<file path="src/rtl/clk_div_50_to_4.sv">
// Fractional clock divider: clk4 has a period of DIV_X2 clk50 half-cycles and is high
// for the first floor(DIV_X2/2) of them. Both clk50 edges are used, so odd ratios work too.
module clk_div_50_to_4 #(
    parameter int DIV_X2 = 25
) (
    input  logic clk50,
    input  logic reset_n,
    output logic clk4
);

    localparam bit ODD = (DIV_X2 % 2) != 0;
    // The waveform repeats every T half-cycles, which is M clk50 cycles.
    localparam int T   = ODD ? 2 * DIV_X2 : DIV_X2;
    localparam int M   = T / 2;
    localparam int H   = DIV_X2 / 2;
    localparam int CW  = (M > 1) ? $clog2(M) : 1;

    if (DIV_X2 < 4) begin : g_bad_div
        $error("clk_div_50_to_4: DIV_X2 must be >= 4");
    end

    // Posedge flop covers the even-aligned part of each high interval [a,b),
    // the negedge flop covers the odd-aligned part; their OR reproduces [a,b).
    function automatic int p_lo(input int a);
        return a + (a % 2);
    endfunction

    function automatic int p_hi(input int a, input int b);
        return (((a % 2) == 1 && (b % 2) == 1) || (b <= a)) ? p_lo(a) : b - (b % 2);
    endfunction

    function automatic int n_lo(input int a);
        return a + 1 - (a % 2);
    endfunction

    function automatic int n_hi(input int a, input int b);
        return (((a % 2) == 0 && (b % 2) == 0) || (b <= a)) ? n_lo(a) : b - 1 + (b % 2);
    endfunction

    function automatic logic in_span(input int h, input int lo, input int hi);
        return (h >= lo) && (h < hi);
    endfunction

    // High intervals: [0,H) and, for odd ratios, [DIV_X2, DIV_X2+H).
    localparam int A0 = 0;
    localparam int B0 = H;
    localparam int A1 = ODD ? DIV_X2 : 0;
    localparam int B1 = ODD ? DIV_X2 + H : 0;

    localparam int PLO0 = p_lo(A0);
    localparam int PHI0 = p_hi(A0, B0);
    localparam int NLO0 = n_lo(A0);
    localparam int NHI0 = n_hi(A0, B0);
    localparam int PLO1 = p_lo(A1);
    localparam int PHI1 = p_hi(A1, B1);
    localparam int NLO1 = n_lo(A1);
    localparam int NHI1 = n_hi(A1, B1);

    logic [CW-1:0] cnt;
    logic          pos_q;
    logic          neg_q;
    logic          pos_d;
    logic          neg_d;
    int            hp;
    int            hn;

    // hp: half-cycle index starting at the coming posedge; hn: index starting at the
    // coming negedge, which follows the posedge that already advanced cnt.
    always_comb begin
        hp    = 2 * int'(cnt);
        hn    = (cnt == '0) ? T - 1 : 2 * int'(cnt) - 1;
        pos_d = in_span(hp, PLO0, PHI0) || in_span(hp, PLO1, PHI1);
        neg_d = in_span(hn, NLO0, NHI0) || in_span(hn, NLO1, NHI1);
    end

    always_ff @(posedge clk50 or negedge reset_n) begin
        if (!reset_n) begin
            cnt   <= '0;
            pos_q <= 1'b0;
        end else begin
            cnt   <= (cnt == CW'(M - 1)) ? '0 : cnt + CW'(1);
            pos_q <= pos_d;
        end
    end

    always_ff @(negedge clk50 or negedge reset_n) begin
        if (!reset_n) begin
            neg_q <= 1'b0;
        end else begin
            neg_q <= neg_d;
        end
    end

    assign clk4 = pos_q | neg_q;

endmodule

</file>
<file path="config.mk">
export PLATFORM = sky130hd
export DESIGN_NAME = clk_div_50_to_4
export DESIGN_NICKNAME = d
export VERILOG_FILES = /design/src/rtl/clk_div_50_to_4.sv
export SDC_FILE = /design/constraint.sdc
export NUM_CORES = 1
export LEC_CHECK = 0
export BUFFER_PORTS_ARGS = -buffer_cell sky130_fd_sc_hd__buf_2
export CORE_AREA = 4 4 41 43
export CTS_CLUSTER_DIAMETER = 150
export DETAILED_ROUTE_END_ITERATION = 7
export DIE_AREA = 0 0 45 47
export HOLD_SLACK_MARGIN = 0.06
export PLACE_DENSITY_LB_ADDON = 0.1
export SYNTH_ARGS = -nofsm -noshare
export SYNTH_HDL_FRONTEND = slang
export SYNTH_SLANG_ARGS = --single-unit
</file>
<file path="constraint.sdc">
create_clock -name clk50 -period 3.25 [get_ports clk50]
set_input_delay 0.325 -clock clk50 [delete_from_list [all_inputs] [get_ports clk50]]
set_output_delay 0.325 -clock clk50 [all_outputs]
set_load 0.005 [all_outputs]
</file>
==> results.yml, run 1 <==
cells_and_area:
  diodes: 0
  multi_input_area_um2: 235
  n_fill_cell: 143
  final_cells: 69
  drive_gt1_share_pct: 31.5
  syn2layout_area_growth_pct: 20.3
  fin_nets: 61
  ff_latch_area_um2: 176
timing:
  maxSlewViolCount: 0
  hold_violations: 0
  rsz0062_at_grt: "false"
  relSlewSlack_pct: 76.9
  worst_slew_pin_slew_ns: 0.347
  finalSetupViolCount: 0
  fin_setup_tns_ns: 0
  skew_ns: 0.0153
floorplan:
  core_um2: 1300
  dieArea_um2: 2120
  chipWidth_um: 45
  start_util_pct: 33.1
  pin_count: 3
  num_rows: 13
  die_h_um: 47
power:
  p_leak_nw: 0.262
  p_int_w: 0.000136
  pwr-share-seq_pct: 50.3
  ir_drop_mv: 0.111
  pwr-share-clk_pct: 47.8
  p_comb_share_pct: 1.8
  powerDensity_nw_per_um2: 334
  swShare_pct: 21.8
  p_switching_w: 0.0000377
synthesis:
  synth_commonest_cells: "dfrtp_1, ha_1, nand2_1, o21ai_0, nand3_1"
  synthArstFlopShare_pct: 100
  yosysUniqueCellTypes: 26
  ys_seq_elements: 7
  avgSynthCellArea_um2: 9.56
  syn_nets: 51
  synth_top_area_cell: "dfrtp_1"
  netlist_instances: 45
  yosys_warnings: 0
  synth_most_common_cell: "dfrtp_1"
  dominantRegCellSynth: "dfrtp_1"
  yosysSeqAreaShare_pct: 40.7
  synth_area_um2: 430
  synth_top_area_share_pct: 34.9
  synth-edff-count: 0
  synthTopCellsByArea: "dfrtp_1, ha_1, dfrtn_1, o21ai_0, nand3_1"
detailed_routing:
  viasPerCell: 5.00
  drtAntennaViolNets: 0
  routed_wl_um: 882
  num_vias: 345
  dr.pass1.iters: 2
  drt_iter0_markers: 4
  drt-wirelength-per-cell_um: 12.8
  drc_errors: 0
place:
  dp_hpwl_um: 645
  io_buffers: 2
  gp_routability_congestion: 0.794
  dp_cells: 62
clocking:
  htreeDepth: 1
  cts_buffers: 3
  cts.clk_slew.worst_paths_ns: 0.06
  max-clock-path-buffers: 2
  clock-sinks: 7
  cts_root_buf: "clkbuf_4"
  tritoncts: "built"
  clk_latency_ns: 0.27
global_route:
  grt_util_all_layers_pct: 10.0
  use_met2_pct: 14.7
  grt_pass1_wl_um: 1480
  grtUsageMet3_pct: 0
  overflow: 0
  grt_pass1_vias: 338
  grt.busiest_layer: "met2"
  antenna_found_initial: 0
  grt.met1_usage_pct: 13.0
  grt_max_degree: 10
critical_path:
  reg2reg_depth: 6
  reg2reg_slack_ns: 0.15
  crit_path_end_kind: "register"
  reg2reg_to: "neg_q"
  critPathArrivalTime_ns: 1.60
  r2r_start: "cnt[1]"
  startpoint_type: "register"
  cp_data_required_time_ns: 1.74
  path_class: "reg2reg"
  crit_fanout: 4
worst_hold_path:
  hold_path.class: "in2async"
flow_run:
  drv_cap: 0
status:
  outcome: "complete, no violations"
[cell type report]
| cell class | count | share of cell area, % |
|---|---|---|
| timing repair buffer | 7 | 9.66 |
| clock buffer | 4 | 5.07 |
| tap | 15 | 3.62 |
| multi-input combinational | 33 | 45.4 |
| sequential | 7 | 34.1 |
| inverter | 3 | 2.17 |
[critical path: stages (launching register included)]
cell and delay, ns:
dfrtp_2 0.43, inv_2 0.07, ha_1 0.24, and3_2 0.22, a31oi_1 0.14, a21oi_1 0.08
a21o_1 0.16
[sequential cells by signal, indices dropped and copies added (netlist names)]
name and flops:
neg_q 1, pos_q 1, cnt 5
[cells by family (layout without fill, tap and decap cells)]
| kind of cell | count (synthesis) | in the layout | synth area share, % |
|---|---|---|---|
| AO/OA/AOI/OAI | 11 | 11 | 16.6 |
| flip-flops | 7 | 7 | 40.7 |
| XOR/XNOR | 1 | 1 | 2.04 |
| multiplexers | 2 | 2 | 5.81 |
| buffers and inverters | 5 | 14 | 4.65 |
| adder cells (fa/ha/maj) | 4 | 4 | 11.6 |
| AND/OR/NAND/NOR | 15 | 15 | 18.6 |
[metrics by stage]
stage	util [%]	setup WS (ns)	area, um^2	hold slack (ns)	power (W)
after global routing	39.8	0.0220	518	0.439	0.000180
after detailed placement	35.8	0.0490	465	0.177	0.0000913
after floorplan	-	0.105	430	0.0294	0.0000888
final	39.8	0.147	518	0.428	0.000173
after CTS	38.6	0.0567	502	0.429	0.000176
after global placement	35.8	0.0774	465	0.168	0.0000911
[power by group through the flow]
stage / Combinational, W / Clock (W) / Sequential (W)
finish: 0.00000312 / 0.0000829 / 0.0000872
global route: 0.00000354 / 0.0000891 / 0.0000872
CTS: 0.00000328 / 0.0000853 / 0.0000872
detailed placement: 0.00000247 / 0 / 0.0000888
global placement: 0.00000226 / 0 / 0.0000888
floorplan: 0.000000000128 / 0 / 0.0000888
[cells in the final DEF (no fill, tap or decap), types with 2 or more instances in the layout]
cell / n
ha_1: 4
nand3_1: 3
nor2_1: 2
inv_2: 2
nand2_1: 4
buf_4: 4
o21ai_0: 4
a31oi_1: 2
dfrtp_1: 5
clkbuf_4: 3
buf_2: 2
[worst max path at each step]
stage,startpoint,to,slack (ns),cells after the start
after floorplan,cnt[0],neg_q,0.10,6
after global placement,cnt[1],neg_q,0.08,6
after detailed placement,cnt[1],neg_q,0.05,6
after CTS,cnt[1],neg_q,0.06,6
after global routing,cnt[0],neg_q,0.02,6
final,cnt[1],neg_q,0.15,6
[per-layer routing]
metal  wire (um)  part of all wire [%]
met3          14                   1.6
met5           0                     0
met1         437                    50
met2         416                    47
met4          14                   1.6
[what timing repair did]
| action | 4_1_cts | 5_1_grt |
|---|---|---|
| hold buffers | 1 | 0 |
| hold endpoints to repair | 6 | 0 |
| setup endpoints to repair | 0 | 1 |
| gates resized for setup | 0 | 2 |
| setup buffers | 0 | 2 |
Power figures use the tool's default switching activity.
==> run 2, diff against run 1 <==
- clock period: 3.25 -> 3.2 ns (I/O delays scaled with it)
==> run 2 against run 1 <==
  * Cell count unchanged
  * Utilization is 0.96 points higher
  * Total power is 1.7% higher
  * First-iteration DRC count shrank 50%
  * Die area is the same
  * Sequential share of layout area shrank 0.80 points
  * Wire length up 3.3%
  * Critical path type unchanged
  * Highest routed layer unchanged
==> results.yml, run 2 (synthesis results as in run 1) <==
global_route:
  grt_pass1_vias: 338
  grt_util_all_layers_pct: 10.0
  antenna_found_initial: 0
  overflow: 0
  grt_max_degree: 10
  grt_pass1_wl_um: 1480
critical_path:
  path_buf_inv: 1
  cp_data_required_time_ns: 1.72
  path_class: "reg2reg"
  endpoint: "neg_q"
  crit_family: "flip-flops"
  crit_path_end_kind: "register"
  startpoint_type: "register"
  reg2reg_to: "neg_q"
  r2r_start: "cnt[0]"
  cp.depth: 6
  critPathArrivalTime_ns: 1.58
  worst_path_max_delay_cell: "dfrtp_1"
  critPathMaxStageDelay_ns: 0.38
  crit_fanout: 3
  reg2reg_slack_ns: 0.14
  worstPathCellList: "inv_1, ha_4, and3_2, a31oi_1, a21oi_1, a21o_1"
  reg2reg_depth: 6
  crit_path_start: "cnt[0]"
place:
  place_area_um2: 465
  io_buffers: 2
  dp_hpwl_um: 645
  gp_routability_congestion: 0.794
timing:
  fin_setup_tns_ns: 0
  holdWs_ns: 0.426
  hold_violations: 0
  rsz0062_at_grt: "false"
  skew_ns: 0.0146
  relSlewSlack_pct: 76.7
  maxSlewViolCount: 0
  finalSetupViolCount: 0
  worst_slew_pin_slew_ns: 0.349
clocking:
  max-clock-path-buffers: 2
  cts.clk_slew.worst_paths_ns: 0.06
  clock-sinks: 7
  cts_root_buf: "clkbuf_4"
  tritoncts: "built"
  cts_buffers: 3
  htreeDepth: 1
  clk_latency_ns: 0.27
floorplan:
  dieArea_um2: 2120
  pin_count: 3
  chipWidth_um: 45
  num_rows: 13
  core_um2: 1300
  start_util_pct: 33.1
  die_h_um: 47
power:
  p_leak_nw: 0.263
  ir_drop_mv: 0.113
  powerDensity_nw_per_um2: 332
  power_w: 0.000176
cells_and_area:
  fin_area_um2: 531
  utilization_pct: 40.8
  fin_nets: 61
  final_cell_mix: "dfrtp_1, nand2_1, o21ai_0, buf_4"
  regMostFlops: "cnt"
  diodes: 0
  drive_gt1_share_pct: 33.3
  syn2layout_area_growth_pct: 23.3
  largestRegisters: "cnt: 5 flops, neg_q: 1 flops, pos_q: 1 flops"
  layout_commonest_cell: "dfrtp_1"
  largest_reg_flops: 5
detailed_routing:
  num_vias: 356
  drtAntennaViolNets: 0
  routed_wl_um: 911
  drt_iter0_markers: 2
  drc_errors: 0
  drt-wirelength-per-cell_um: 13.2
  dr.pass1.iters: 4
  viasPerCell: 5.16
status:
  outcome: "complete, no violations"
worst_hold_path:
  hold_path.class: "in2async"
flow_run:
  drv_cap: 0
==> run 2: cell counts in the layout (fill, tap and decap cells not counted) <==
No cell type changed its count.
==> run 2: what timing repair did <==
item,CTS,global route
hold buffers,1,0
setup endpoints to repair,0,1
gates resized for setup,0,3
endpoints found under the hold margin,6,0
setup buffers,0,2
==> run 2: how the worst min path moves through the flow <==
| stage | start | end | slack (ns) | cells after the start |
|---|---|---|---|---|
| floorplan | reset_n | cnt[0] | 0.02 | 0 |
| global placement | reset_n | cnt[4] | 0.16 | 1 |
| detailed placement | reset_n | cnt[4] | 0.17 | 1 |
| CTS | reset_n | cnt[4] | 0.42 | 2 |
| global route | reset_n | cnt[4] | 0.43 | 2 |
| finish | reset_n | cnt[4] | 0.43 | 2 |
==> run 2: report_power, final <==
group	leakage, nW	total [W]	switching, W	internal, W
combinational	0.161	0.00000325	0.00000200	0.00000124
sequential	0.0868	0.0000886	0	0.0000886
clock	0.0150	0.0000844	0.0000365	0.0000479
==> run 2: final cells by class <==
| class | count | area (um^2) |
|---|---|---|
| clock buffers | 4 | 26.3 |
| fillers | 140 | 771 |
| inverters | 3 | 11.3 |
| multi-input cells | 33 | 248 |
| flip-flops and latches | 7 | 176 |
| well taps | 15 | 18.8 |
| repair buffers | 7 | 50.0 |
==> run 2: layer usage <==
metal / part of all wire [%] / track usage (%)
met5: 0 / 0
met3: 1.9 / 0
met1: 48 / 13.0
met4: 1.5 / 10.5
met2: 49 / 14.7
==> run 2: per-stage QoR <==
| stage | std cells | setup slack, ns |
|---|---|---|
| after global placement | 62 | 0.0524 |
| after floorplan | 45 | 0.0799 |
| after CTS | 67 | 0.0317 |
| after detailed placement | 62 | 0.0240 |
| after global routing | 69 | 0.0246 |
| final | 69 | 0.140 |
